===== config.mk =====
export PLATFORM = sky130hd
export DESIGN_NAME = conv_mac_seq_flat
export DESIGN_NICKNAME = d
export VERILOG_FILES = /design/src/rtl/conv_mac_seq_if.sv /design/src/rtl/conv_mac_seq.sv /design/src/flat_wrapper.sv
export SDC_FILE = /design/constraint.sdc
export NUM_CORES = 1
export LEC_CHECK = 0
export ABC_AREA = 1
export BUFFER_PORTS_ARGS = -buffer_cell sky130_fd_sc_hd__buf_2
export CAP_MARGIN = 30
export CORE_UTILIZATION = 55
export CTS_CLUSTER_DIAMETER = 200
export DETAILED_ROUTE_END_ITERATION = 8
export PLACE_DENSITY = 0.78
export REMOVE_ABC_BUFFERS = 1
export SYNTH_ARGS = -nofsm -noshare
export SYNTH_HDL_FRONTEND = slang
export SYNTH_SLANG_ARGS = --single-unit

===== constraint.sdc =====
create_clock -name clk -period 9 [get_ports clk]
set_clock_uncertainty 0.1 [all_clocks]
set_input_delay 1.8 -clock clk [delete_from_list [all_inputs] [get_ports clk]]
set_output_delay 1.8 -clock clk [all_outputs]
set_load 0.01 [all_outputs]

===== src/rtl/conv_mac_seq_if.sv =====
// Start/busy/done handshake bundle for conv_mac_seq: window/filter operands in, pixel out.
// Element k of image/filter sits at bits DATA_WIDTH*k +: DATA_WIDTH (element 0 leftmost).
interface conv_mac_seq_if #(
    parameter int DATA_WIDTH = 8,
    parameter int N          = 9
);
    logic                      start;
    logic [0:N*DATA_WIDTH-1]   image;
    logic [0:N*DATA_WIDTH-1]   filter;
    logic                      busy;
    logic                      done;
    logic [0:DATA_WIDTH-1]     result;

    modport master (output start, image, filter, input busy, done, result);
    modport slave  (input start, image, filter, output busy, done, result);
endinterface


===== src/rtl/conv_mac_seq.sv =====
// Sequential signed convolution MAC: one element per cycle, rescale by FRAC_BITS, saturate.
// Optional macro CONV_RELU_EN clamps negative rescaled sums to zero before saturation.
//
// state  | meaning
// S_IDLE | waiting for start
// S_MAC  | accumulating elements 0..N-1, busy high
// S_DONE | result valid, done pulse; start here chains the next convolution
module conv_mac_seq #(
    parameter int DATA_WIDTH = 8,
    parameter int D          = 1,
    parameter int F          = 3,
    parameter int ACC_WIDTH  = 24,
    parameter int FRAC_BITS  = 0
) (
    input  logic           clk,
    input  logic           reset,
    conv_mac_seq_if.slave  bus
);
    localparam int N     = D * F * F;
    localparam int IDX_W = (N > 1) ? $clog2(N) : 1;

    localparam logic signed [ACC_WIDTH-1:0] SAT_MAX =
        {{(ACC_WIDTH-DATA_WIDTH+1){1'b0}}, {(DATA_WIDTH-1){1'b1}}};
    localparam logic signed [ACC_WIDTH-1:0] SAT_MIN =
        {{(ACC_WIDTH-DATA_WIDTH+1){1'b1}}, {(DATA_WIDTH-1){1'b0}}};

    typedef enum logic [1:0] {S_IDLE, S_MAC, S_DONE} state_t;

    state_t                         r_state;
    state_t                         w_state_nxt;
    logic [0:N*DATA_WIDTH-1]        r_img;
    logic [0:N*DATA_WIDTH-1]        r_flt;
    logic [IDX_W-1:0]               r_idx;
    logic signed [ACC_WIDTH-1:0]    r_acc;
    logic [DATA_WIDTH-1:0]          r_result;

    logic                           w_accept;
    logic                           w_last;
    logic signed [DATA_WIDTH-1:0]   w_img_el;
    logic signed [DATA_WIDTH-1:0]   w_flt_el;
    logic signed [2*DATA_WIDTH-1:0] w_prod;
    logic signed [ACC_WIDTH-1:0]    w_prod_ext;
    logic signed [ACC_WIDTH-1:0]    w_sum;
    logic signed [ACC_WIDTH-1:0]    w_scaled;
    logic signed [ACC_WIDTH-1:0]    w_clip_in;
    logic [DATA_WIDTH-1:0]          w_sat;

    assign w_accept = bus.start && (r_state != S_MAC);
    assign w_last   = (r_state == S_MAC) && (r_idx == IDX_W'(N - 1));

    assign w_img_el   = r_img[DATA_WIDTH*r_idx +: DATA_WIDTH];
    assign w_flt_el   = r_flt[DATA_WIDTH*r_idx +: DATA_WIDTH];
    assign w_prod     = w_img_el * w_flt_el;
    assign w_prod_ext = {{(ACC_WIDTH-2*DATA_WIDTH){w_prod[2*DATA_WIDTH-1]}}, w_prod};
    assign w_sum      = r_acc + w_prod_ext;
    assign w_scaled   = w_sum >>> FRAC_BITS;

`ifdef CONV_RELU_EN
    assign w_clip_in = w_scaled[ACC_WIDTH-1] ? '0 : w_scaled;
`else
    assign w_clip_in = w_scaled;
`endif

    always_comb begin
        w_sat = w_clip_in[DATA_WIDTH-1:0];
        if (w_clip_in > SAT_MAX) begin
            w_sat = SAT_MAX[DATA_WIDTH-1:0];
        end else if (w_clip_in < SAT_MIN) begin
            w_sat = SAT_MIN[DATA_WIDTH-1:0];
        end
    end

    always_ff @(posedge clk or negedge reset) begin
        if (!reset) begin
            r_state <= S_IDLE;
        end else begin
            r_state <= w_state_nxt;
        end
    end

    always_comb begin
        w_state_nxt = r_state;
        case (r_state)
            S_IDLE:  if (bus.start) w_state_nxt = S_MAC;
            S_MAC:   if (w_last)    w_state_nxt = S_DONE;
            S_DONE:  w_state_nxt = bus.start ? S_MAC : S_IDLE;
            default: w_state_nxt = S_IDLE;
        endcase
    end

    // Operands are frozen at acceptance so upstream may move on immediately.
    always_ff @(posedge clk or negedge reset) begin
        if (!reset) begin
            r_img    <= '0;
            r_flt    <= '0;
            r_acc    <= '0;
            r_idx    <= '0;
            r_result <= '0;
        end else if (w_accept) begin
            r_img <= bus.image;
            r_flt <= bus.filter;
            r_acc <= '0;
            r_idx <= '0;
        end else if (r_state == S_MAC) begin
            r_acc <= w_sum;
            r_idx <= r_idx + 1'b1;
            if (w_last) begin
                r_result <= w_sat;
            end
        end
    end

    assign bus.busy   = (r_state == S_MAC);
    assign bus.done   = (r_state == S_DONE);
    assign bus.result = r_result;
endmodule


===== src/flat_wrapper.sv =====
// flat-port wrapper written by rule: the top's interface ports become plain ports
module conv_mac_seq_flat 
#(
    parameter int DATA_WIDTH = 8,
    parameter int D          = 1,
    parameter int F          = 3,
    parameter int ACC_WIDTH  = 24,
    parameter int FRAC_BITS  = 0
)
  (clk, reset, bus_start, bus_image, bus_filter, bus_busy, bus_done, bus_result);
  conv_mac_seq_if #(.DATA_WIDTH(DATA_WIDTH), .N((9))) bus_i ();
  input  logic clk;
  input  logic reset;
  input wire logic [$bits(bus_i.start)-1:0] bus_start;
  input wire logic [$bits(bus_i.image)-1:0] bus_image;
  input wire logic [$bits(bus_i.filter)-1:0] bus_filter;
  output wire logic [$bits(bus_i.busy)-1:0] bus_busy;
  output wire logic [$bits(bus_i.done)-1:0] bus_done;
  output wire logic [$bits(bus_i.result)-1:0] bus_result;
  assign bus_i.start = bus_start;
  assign bus_i.image = bus_image;
  assign bus_i.filter = bus_filter;
  assign bus_busy = bus_i.busy;
  assign bus_done = bus_i.done;
  assign bus_result = bus_i.result;
  conv_mac_seq #(.DATA_WIDTH(DATA_WIDTH), .D(D), .F(F), .ACC_WIDTH(ACC_WIDTH), .FRAC_BITS(FRAC_BITS)) u_core (.clk(clk), .reset(reset), .bus(bus_i));
endmodule

==> results.toml, run 1 <==
[grt]
overflow = 0
antenna_found_initial = 3
grt_start_max_net_pins = 107
grt_pass1_vias = 10200
grt_use_total = 0.275
grt_pass1_wl_mm = 51.3

[clocking]
clk_pin_slew_ns = 0.07
cts_root_buf = "clkbuf_16"
cts_buffer_depth = 2
ctsHtreeMaxLevel = 4
clock_latency_ns = 0.45
cts_tree = "done"
cts_buffers = 17
cts_setup_buffers = 0
cts.sinks = 182
holdBufCountCts = 0
cts-resized-gates = 0

[timing]
fin_crit_sh = 0.826
setup_tns_ns = 0
relSlewSlack = 0.357
setup_viol_count_final = 0
rsz0062_at_grt = "no"
slew_viol_final = 0
min_period_ns = 7.43
tightest_slew_ns = 0.964
hold_viol_final = 0
fmax_mhz = 135

[finish]
regArea_um2 = 4560
fillers = 1810
multi_input_area_um2 = 7290
area_growth_pct = 13.8
drive_above_1_share = 0.243
layout.nets = 1818

[detailed_routing]
first_pass_iters = 6
wl_mm = 31.5
vias = 10100
drtIter0Drc = 583
viasPerCell = 5.55
wl_per_cell_um = 17.4
drc = 0
antenna_left = 0

[floorplanning]
placeableCoreArea_um2 = 22700
start_util = 0.564
die_w_um = 155
die_y_um = 155
io_pins = 157
rows = 55
dieArea_um2 = 23900

[yosys]
yosys_warnings = 0
synth_area_um2 = 12800
synthCells = 1366
synth_seq_cells = 182
netlist.area_leader.share = 0.356
syn_area_per_cell_um2 = 9.37
ys_seq_area_frac = 0.356
synth_area_leaders = "dfrtp_1 (36%), fa_1 (16%), mux2_2 (11%)"
yosysUniqueCellTypes = 40
synth_area_leader_cell = "dfrtp_1"

[run]
cap_violations = 0

[setup_path]
critPathKind = "reg2reg"
endpoint_kind = "register"
slowest_delay_ns = 0.59
rrSetupSlack_ns = 1.57
cpMostUsedCell = "nand2_1"
crit_path_start_kind = "register"
cp_data_arrival_time_ns = 7.72
cp_slowest_cell = "fa_1"
crit_required_ns = 9.29
cp_max_fo = 42

[placement]
dp.final_hpwl_mm = 23.5
numPortBuffers = 156
place.gp.congestion = 0.922

[run_status]
status = "complete, no violations"

[hold_path]
hp-class = "reg2reg"
## critical path, delay by kind of cell (launching register included)
family	cells	cell delay [ns]
adder cells (fa/ha/maj)	6	2.78
AND/OR/NAND/NOR	16	1.71
buffers and inverters	5	1.36
AO/OA/AOI/OAI	4	1.01
flip-flops	1	0.41
## metrics by stage
stage | hold slack [ns] | cells | cell area (um^2) | setup slack [ns] | util
after floorplan | 0.358 | 1320 | 12600 | 1.23 | -
after global placement | 0.372 | 1774 | 13900 | 1.67 | 0.610
after detailed placement | 0.369 | 1774 | 13900 | 1.64 | 0.610
after CTS | 0.388 | 1806 | 14500 | 1.57 | 0.637
after global routing | 0.413 | 1810 | 14600 | 0.914 | 0.641
final | 0.383 | 1811 | 14600 | 1.57 | 0.641
## state kept, by name, indices dropped and copies added, names as in the netlist
register           flops
u_core.bus.result      8
u_core.r_acc          24
u_core.r_flt          72
u_core.r_idx           4
u_core.r_img          72
u_core.r_state         2
## final cells by class
type,instances,share of cell area
multi-input cells,930,0.500
clock buffers,17,0.0292
flip-flops and latches,182,0.313
diodes,2,0.000344
repair buffers,172,0.0664
well taps,285,0.0245
inverters,208,0.0536
clock inverters,15,0.0129
## layout by cell type (no fill, tap or decap), drive strengths merged
| cell type | synthesis | final |
|---|---|---|
| clkinvlp | 0 | 4 |
| o22ai | 13 | 13 |
| dfrtp | 182 | 182 |
| a22o | 5 | 5 |
| nor4 | 1 | 1 |
| mux2 | 128 | 128 |
| o21ai | 102 | 102 |
| nor2 | 127 | 127 |
| bufinv | 0 | 1 |
| xnor2 | 1 | 1 |
| o221ai | 25 | 25 |
| diode | 0 | 2 |
| buf | 12 | 172 |
| a21oi | 31 | 31 |
| nand4 | 11 | 11 |
| nand2 | 259 | 259 |
| nand3 | 44 | 44 |
| clkbuf | 34 | 17 |
| or2 | 2 | 2 |
| o21bai | 1 | 1 |
| nand3b | 4 | 4 |
| xor2 | 5 | 5 |
| o211ai | 7 | 7 |
| nor3 | 3 | 3 |
| and2 | 1 | 1 |
| fa | 104 | 104 |
| inv | 204 | 209 |
| ha | 56 | 56 |
| clkinv | 4 | 9 |
## cell families (layout without fill, tap and decap cells)
kind of cell	after synthesis	count (layout)	synth area share
simple gates	452	452	0.149
buf+inv	254	412	0.0754
other cells	0	2	0
compound gates	184	184	0.0856
flops	182	182	0.356
fa+ha+maj	160	160	0.217
mux	128	128	0.113
xor+xnor	6	6	0.00411
## path summary, 6_finish.rpt
check,startpoint,to,depth (start not counted)
setup / recovery,u_core.r_idx[0],u_core.bus.result[1],31
setup reg to reg,u_core.r_idx[0],u_core.bus.result[1],31
min in group asynchronous,reset,u_core.r_img[62],1
max in group asynchronous,reset,u_core.r_img[60],4
hold reg to reg,u_core.bus.result[7],u_core.bus.result[7],2
hold / removal,u_core.bus.result[7],u_core.bus.result[7],2
## layer usage
| layer | vias to the layer above | part of all wire | routed length [um] | track usage |
|---|---|---|---|---|
| li1 | 4704 | - | - | - |
| met1 | 4996 | 0.42 | 13300 | 0.365 |
| met2 | 310 | 0.50 | 15900 | 0.468 |
| met3 | 44 | 0.056 | 1760 | 0.0471 |
| met4 | 0 | 0.016 | 505 | 0.0764 |
| met5 | - | 0 | 0 | 0 |
## synth_stat cells, drive strengths merged
library cell	n
nand3b	4
inv	204
o221ai	25
a21oi	31
buf	12
nor4	1
xnor2	1
and2	1
clkinv	4
nand3	44
a22o	5
o21bai	1
xor2	5
fa	104
nor3	3
or2	2
dfrtp	182
nand4	11
clkbuf	34
o21ai	102
o211ai	7
ha	56
mux2	128
nor2	127
o22ai	13
nand2	259
Power of run 1 is not shown: default switching activity piles up to over one toggle a cycle in this logic, so the estimate is an artifact.
==> run 2: changes to the inputs <==
--- a/config.mk
+++ b/config.mk
@@ -5,13 +5,13 @@
 export SDC_FILE = /design/constraint.sdc
 export NUM_CORES = 1
 export LEC_CHECK = 0
-export ABC_AREA = 1
+export ABC_AREA = 0
 export BUFFER_PORTS_ARGS = -buffer_cell sky130_fd_sc_hd__buf_2
 export CAP_MARGIN = 30
-export CORE_UTILIZATION = 55
+export CORE_UTILIZATION = 54
 export CTS_CLUSTER_DIAMETER = 200
 export DETAILED_ROUTE_END_ITERATION = 8
-export PLACE_DENSITY = 0.78
+export PLACE_DENSITY = 0.8
 export REMOVE_ABC_BUFFERS = 1
 export SYNTH_ARGS = -nofsm -noshare
 export SYNTH_HDL_FRONTEND = slang
==> constraint.sdc (replaced) <==
create_clock -name clk -period 6.4 [get_ports clk]
set_clock_uncertainty 0.1 [all_clocks]
set_input_delay 1.28 -clock clk [delete_from_list [all_inputs] [get_ports clk]]
set_output_delay 1.28 -clock clk [all_outputs]
set_load 0.01 [all_outputs]
==> run 2 against run 1 <==
Effect of this change:
- the flow now finishes with violations (setup timing)
- sequential share of layout area down 3.9 points
- synthesized area decreased by 3.0%
- critical path type unchanged
- worst hold slack better by 0.024 ns
- first-iteration DRC count grew 140%
- global-route usage is 6.5 points higher
- non-clock buffer count up 180
- routed wire length is 48% higher
- utilization increased by 9.7 points
- cell area rose by 14%
- critical path depth shrank 4
==> results.toml, run 2 <==
[run_status]
status = "finished with violations"
violations = "setup timing"

[detailed_routing]
vias = 11100
first_pass_iters = 6
wl_mm = 46.6
wl_per_cell_um = 28.0
drtIter0Drc = 1375
viasPerCell = 6.69
drc = 0
antenna_left = 0

[placement]
dp.cells = 1584
preCtsSetupSlack_ns = -1.06
dp.final_hpwl_mm = 23.5
place.gp.congestion = 0.921
numPortBuffers = 156

[yosys]
synthFlopType = "dfrtp_1"
yosysUniqueCellTypes = 63
synth-edff-count = 0
yosys_warnings = 0
syn_area_per_cell_um2 = 12.0
synth_area_um2 = 12400
netlist.area_leader.share = 0.367
synth_area_leaders = "dfrtp_1 (37%), fa_1 (17%), mux2_2 (13%)"
synthCells = 1031
synth_common_cells = "dfrtp_1 (182), mux2_2 (144), fa_1 (104), inv_1 (90), nor2_1 (73)"
synth_area_leader_cell = "dfrtp_1"
ys_seq_area_frac = 0.367
synth_seq_cells = 182
yosys.cell_count.top_type = "dfrtp_1"
async_reset_ff_frac = 1.00

[floorplanning]
dieArea_um2 = 23600
die_w_um = 154
die_y_um = 154
io_pins = 157
rows = 55
start_util = 0.550
placeableCoreArea_um2 = 22600

[finish]
regArea_um2 = 4560
area_growth_pct = 34.2
drive_above_1_share = 0.516
fillers = 1218
top_regs = "u_core.r_flt (72), u_core.r_img (72), u_core.r_acc (24)"
layout_commonest_cell = "dfrtp_1"
finish.utilization = 0.738
mostFrequentLayoutCells = "dfrtp_1 (181), buf_4 (164), buf_2 (155)"
multi_input_area_um2 = 8260
layoutNonFillerInstCount = 1664
layout.nets = 1665

[timing]
rsz0062_at_grt = "yes"
relSlewSlack = 0.434
tightest_slew_ns = 0.848
hold_viol_final = 0
slew_viol_final = 0
setup_viol_count_final = 20
fin_crit_sh = 1.21
fmax_mhz = 129
setup_ws_ns = -1.32
min_period_ns = 7.72

[grt]
grt_pass1_wl_mm = 61.2
grt_pass1_vias = 11300
antenna_found_initial = 6
overflow = 0
grt_use_total = 0.341
grt_start_max_net_pins = 75

[clocking]
cts.sinks = 182
ctsHtreeMaxLevel = 4
cts_buffers = 17
cts_buffer_depth = 2
clock_latency_ns = 0.46
cts_root_buf = "clkbuf_16"
clk_pin_slew_ns = 0.08
cts_tree = "done"

[setup_path]
worst-r2r-cell-count = 27
crit_required_ns = 6.61
crit_buf_inv = 8
cp_slowest_cell = "a2111oi_1"
cp_top_family = "adder cells"
cp_max_fo = 7
r2r-start = "u_core.r_idx[0]"
critPathKind = "reg2reg"
endpoint_kind = "register"
cp_data_arrival_time_ns = 7.94
rrSetupSlack_ns = -1.32
timing.rr.end = "u_core.bus.result[3]"
slowest_delay_ns = 0.66
cpMostUsedCell = "buf_4"
crit_path_start_kind = "register"

[hold_path]
worst_hold_path.endpoint = "u_core.r_flt[23]"
hold_path.startpoint = "u_core.r_flt[23]"
hp-class = "reg2reg"
holdPathStages = 1

[run]
cap_violations = 0
==> run 2: cell count changes after synthesis, sizes merged, moves of 12 or more <==
cell,before,now
nand2,259,54
inv,204,91
o21ai,102,38
nor2,127,73
mux4,0,32
o221ai,25,0
mux2i,0,19
nand3,44,25
mux2,128,144
nand2b,0,15
o22ai,13,1
==> run 2: timing repair <==
action | CTS | global route
buffers inserted | 25 | 16
setup endpoints to repair | 19 | 23
hold buffers | 0 | 0
gates resized for setup | 132 | 75
cloned | 3 | 0
pin swaps | 52 | 45
==> run 2: how the worst max path moves through the flow <==
stage          depth (start not counted)  slack (ns)             from              endpoint
2_1_floorplan                         17       -3.21  u_core.r_idx[0]  u_core.bus.result[1]
3_3_place_gp                          26       -0.88  u_core.r_idx[0]  u_core.bus.result[2]
3_5_place_dp                          27       -1.06  u_core.r_idx[0]  u_core.bus.result[4]
4_1_cts                               23       -0.70  u_core.r_idx[0]  u_core.bus.result[4]
5_1_grt                               27       -1.34  u_core.r_idx[0]  u_core.bus.result[3]
6_report                              27       -1.32  u_core.r_idx[0]  u_core.bus.result[3]
==> run 2: cells by family (layout without fill, tap and decap cells) <==
group                      count (synthesis)  count (layout)  share of synthesized area
adders and majority gates                160             160                      0.224
and+or+nand+nor                          214             214                     0.0811
muxes                                    195             195                      0.204
other                                      0               8                          0
xor gates and xnor gates                  17              17                     0.0131
AOI/OAI and AO/OA                        127             127                     0.0689
buffers and inverters                    136             476                     0.0421
DFF                                      182             182                      0.367
==> run 2: metal layers <==
layer / GRT usage / vias to the layer above / wire (um)
met4: 0.215 / 0 / 4340
met2: 0.556 / 1024 / 22000
li1: - / 4256 / -
met5: 0 / - / 0
met3: 0.0741 / 387 / 4520
met1: 0.414 / 5458 / 15700
==> run 2: final cells by class <==
type                       count  share of cell area
multi-input combinational    713               0.495
clock inverter                15              0.0116
clock buffer                  17              0.0255
sequential                   182               0.273
inverter                      92              0.0207
antenna                        8             0.00120
tap                          285              0.0214
timing repair buffer         352               0.151
==> run 2: per-stage QoR <==
step / area (um^2) / hold slack (ns) / TNS, ns
4_1_cts: 16200 / 0.409 / -5.76
6_report: 16700 / 0.407 / -15.63
2_1_floorplan: 12200 / 0.367 / -59.07
3_3_place_gp: 14600 / 0.365 / -8.33
3_5_place_dp: 14600 / 0.389 / -11.08
5_1_grt: 16700 / 0.419 / -17.53
Power of run 2 is left out for the same reason.
==> run 3: changes to the inputs <==
--- a/config.mk
+++ b/config.mk
@@ -6,12 +6,13 @@
 export NUM_CORES = 1
 export LEC_CHECK = 0
 export ABC_AREA = 0
-export BUFFER_PORTS_ARGS = -buffer_cell sky130_fd_sc_hd__buf_2
 export CAP_MARGIN = 30
-export CORE_UTILIZATION = 54
+export CORE_UTILIZATION = 55
 export CTS_CLUSTER_DIAMETER = 200
 export DETAILED_ROUTE_END_ITERATION = 8
-export PLACE_DENSITY = 0.8
+export DONT_BUFFER_PORTS = 1
+export HOLD_SLACK_MARGIN = 0.08
+export PLACE_DENSITY = 0.75
 export REMOVE_ABC_BUFFERS = 1
 export SYNTH_ARGS = -nofsm -noshare
 export SYNTH_HDL_FRONTEND = slang
==> run 3 against run 2 <==
Effect of this change:
- critical path depth shrank 3
- flip-flop and latch count unchanged
- the run ends with DRC, setup timing left
- first-iteration DRC count shrank 62%
- via count is 21% lower
- critical path type unchanged
- largest cell class unchanged
- global-route usage shrank 7.0 points
- non-clock buffer count decreased by 182
- sequential share of layout area rose by 2.5 points
==> results.toml, run 3 (synthesis results as in run 2) <==
[setup_path]
crit_required_ns = 6.64
crit_chain = "buf_6, buf_16, mux4_2, mux2i_2, nor2_1, a21oi_2, buf_4, nor2_1, fa_1, inv_1, fa_1, inv_1, fa_1, fa_1, fa_1, ha_4, a21oi_2, nor2b_1, or4b_4, a2111oi_4, nand4_1, a2111oi_2, or4b_4, a32oi_1"
cp_max_fo = 7
rrSetupSlack_ns = -0.66
endpoint_kind = "register"
worst-r2r-cell-count = 24
slowest_delay_ns = 0.56
cpMostUsedCell = "fa_1"
r2r-start = "u_core.r_idx[0]"
cp_slowest_cell = "fa_1"
crit_path_start_kind = "register"
timing.rr.end = "u_core.bus.result[1]"
crit_start = "u_core.r_idx[0]"
cp_data_arrival_time_ns = 7.31
critPathKind = "reg2reg"

[clocking]
cts_root_buf = "clkbuf_16"
ctsHtreeMaxLevel = 4
clock_latency_ns = 0.44
cts_buffers = 17
cts_buffer_depth = 2
cts_tree = "done"
clk_pin_slew_ns = 0.09
cts.sinks = 182

[hold_path]
holdPathStages = 1
worst_hold_path.endpoint = "u_core.r_state[0]"
hold_path.startpoint = "u_core.r_state[0]"
hp-class = "reg2reg"

[run_status]
status = "finished with violations"
violations = "DRC, setup timing"

[floorplanning]
dieArea_um2 = 23200
die_w_um = 152
io_pins = 157
die_y_um = 152
rows = 54
placeableCoreArea_um2 = 22000
start_util = 0.566

[detailed_routing]
vias = 8751
first_pass_iters = 7
drtIter0Drc = 522
drc = 2
viasPerCell = 5.94
antenna_left = 0
wl_mm = 31.0
wl_per_cell_um = 21.1

[finish]
drive_above_1_share = 0.408
layout_commonest_cell = "dfrtp_1"
layout.nets = 1483
top_regs = "u_core.r_flt (72), u_core.r_img (72), u_core.r_acc (24)"
area_growth_pct = 23.1
mostFrequentLayoutCells = "dfrtp_1 (180), buf_4 (150), mux2_2 (144)"

[timing]
rsz0062_at_grt = "yes"
fin_hold_ws_ns = 0.396
setup_viol_count_final = 11
relSlewSlack = 0.429
slew_viol_final = 0
hold_viol_final = 0
min_period_ns = 7.06
setup_ws_ns = -0.665
fin_crit_sh = 1.10
tightest_slew_ns = 0.857
fmax_mhz = 142

[grt]
grt_pass1_vias = 9223
antenna_found_initial = 6
grt_pass1_wl_mm = 49.0
overflow = 0
grt_use_total = 0.271
grt_start_max_net_pins = 183

[run]
cap_violations = 0

[placement]
place.gp.congestion = 0.907
numPortBuffers = 0
dp.final_hpwl_mm = 22.0
## run 3: cell types whose count changed in the layout (fill, tap and decap cells not counted), sizes merged
| cell | before | now |
|---|---|---|
| clkinv | 8 | 7 |
| diode | 8 | 4 |
| inv | 99 | 98 |
| buf | 352 | 170 |
| clkinvlp | 0 | 1 |
## run 3: worst max-delay path by stage
stage | end | cells after the start
after floorplan | u_core.bus.result[1] | 17
after global placement | u_core.bus.result[3] | 20
after detailed placement | u_core.bus.result[4] | 20
after CTS | u_core.bus.result[4] | 24
after global routing | u_core.bus.result[1] | 23
final | u_core.bus.result[1] | 24
## run 3: what timing repair did
action | in CTS | in global routing
setup buffers | 14 | 13
endpoints found under the setup margin | 19 | 19
resized for setup | 86 | 51
hold buffers | 0 | 0
cloned | 3 | 0
pin swaps | 46 | 19
## run 3: layer usage
| layer | vias up | GRT usage | wire, um |
|---|---|---|---|
| met5 | - | 0 | 23 |
| met4 | 4 | 0.122 | 1310 |
| met3 | 88 | 0.0637 | 1990 |
| met2 | 322 | 0.454 | 15400 |
| met1 | 4448 | 0.335 | 12300 |
| li1 | 3889 | - | - |
## run 3: final cells by class
| type | count | area [um^2] |
|---|---|---|
| clock inverter | 14 | 159 |
| timing repair buffer | 170 | 1460 |
| tap | 280 | 350 |
| inverter | 92 | 345 |
| multi-input combinational | 713 | 7970 |
| sequential | 182 | 4560 |
| fill | 1456 | 6680 |
| clock buffer | 17 | 425 |
| antenna | 4 | 10.0 |
## run 3: metrics by stage
stage	cells	cell area, um^2	setup slack (ns)	utilization	setup TNS (ns)
5_1_grt	1471	15300	-0.937	0.696	-9.08
2_1_floorplan	987	12200	-3.21	-	-59.07
3_5_place_dp	1407	13700	-1.07	0.624	-10.37
3_3_place_gp	1407	13700	-1.00	0.624	-9.12
4_1_cts	1455	14900	-0.583	0.680	-4.71
6_report	1472	15300	-0.665	0.696	-5.49
## run 3: worst max-delay path: cells and delay by family, from the launching register on
| family | cells | cell delay, ns |
|---|---|---|
| adder cells (fa/ha/maj) | 6 | 2.77 |
| AND/OR/NAND/NOR | 6 | 1.40 |
| flip-flops | 1 | 0.41 |
| buffers and inverters | 5 | 0.53 |
| multiplexers | 2 | 0.70 |
| AO/OA/AOI/OAI | 5 | 1.07 |
Power of run 3 is left out for the same reason.
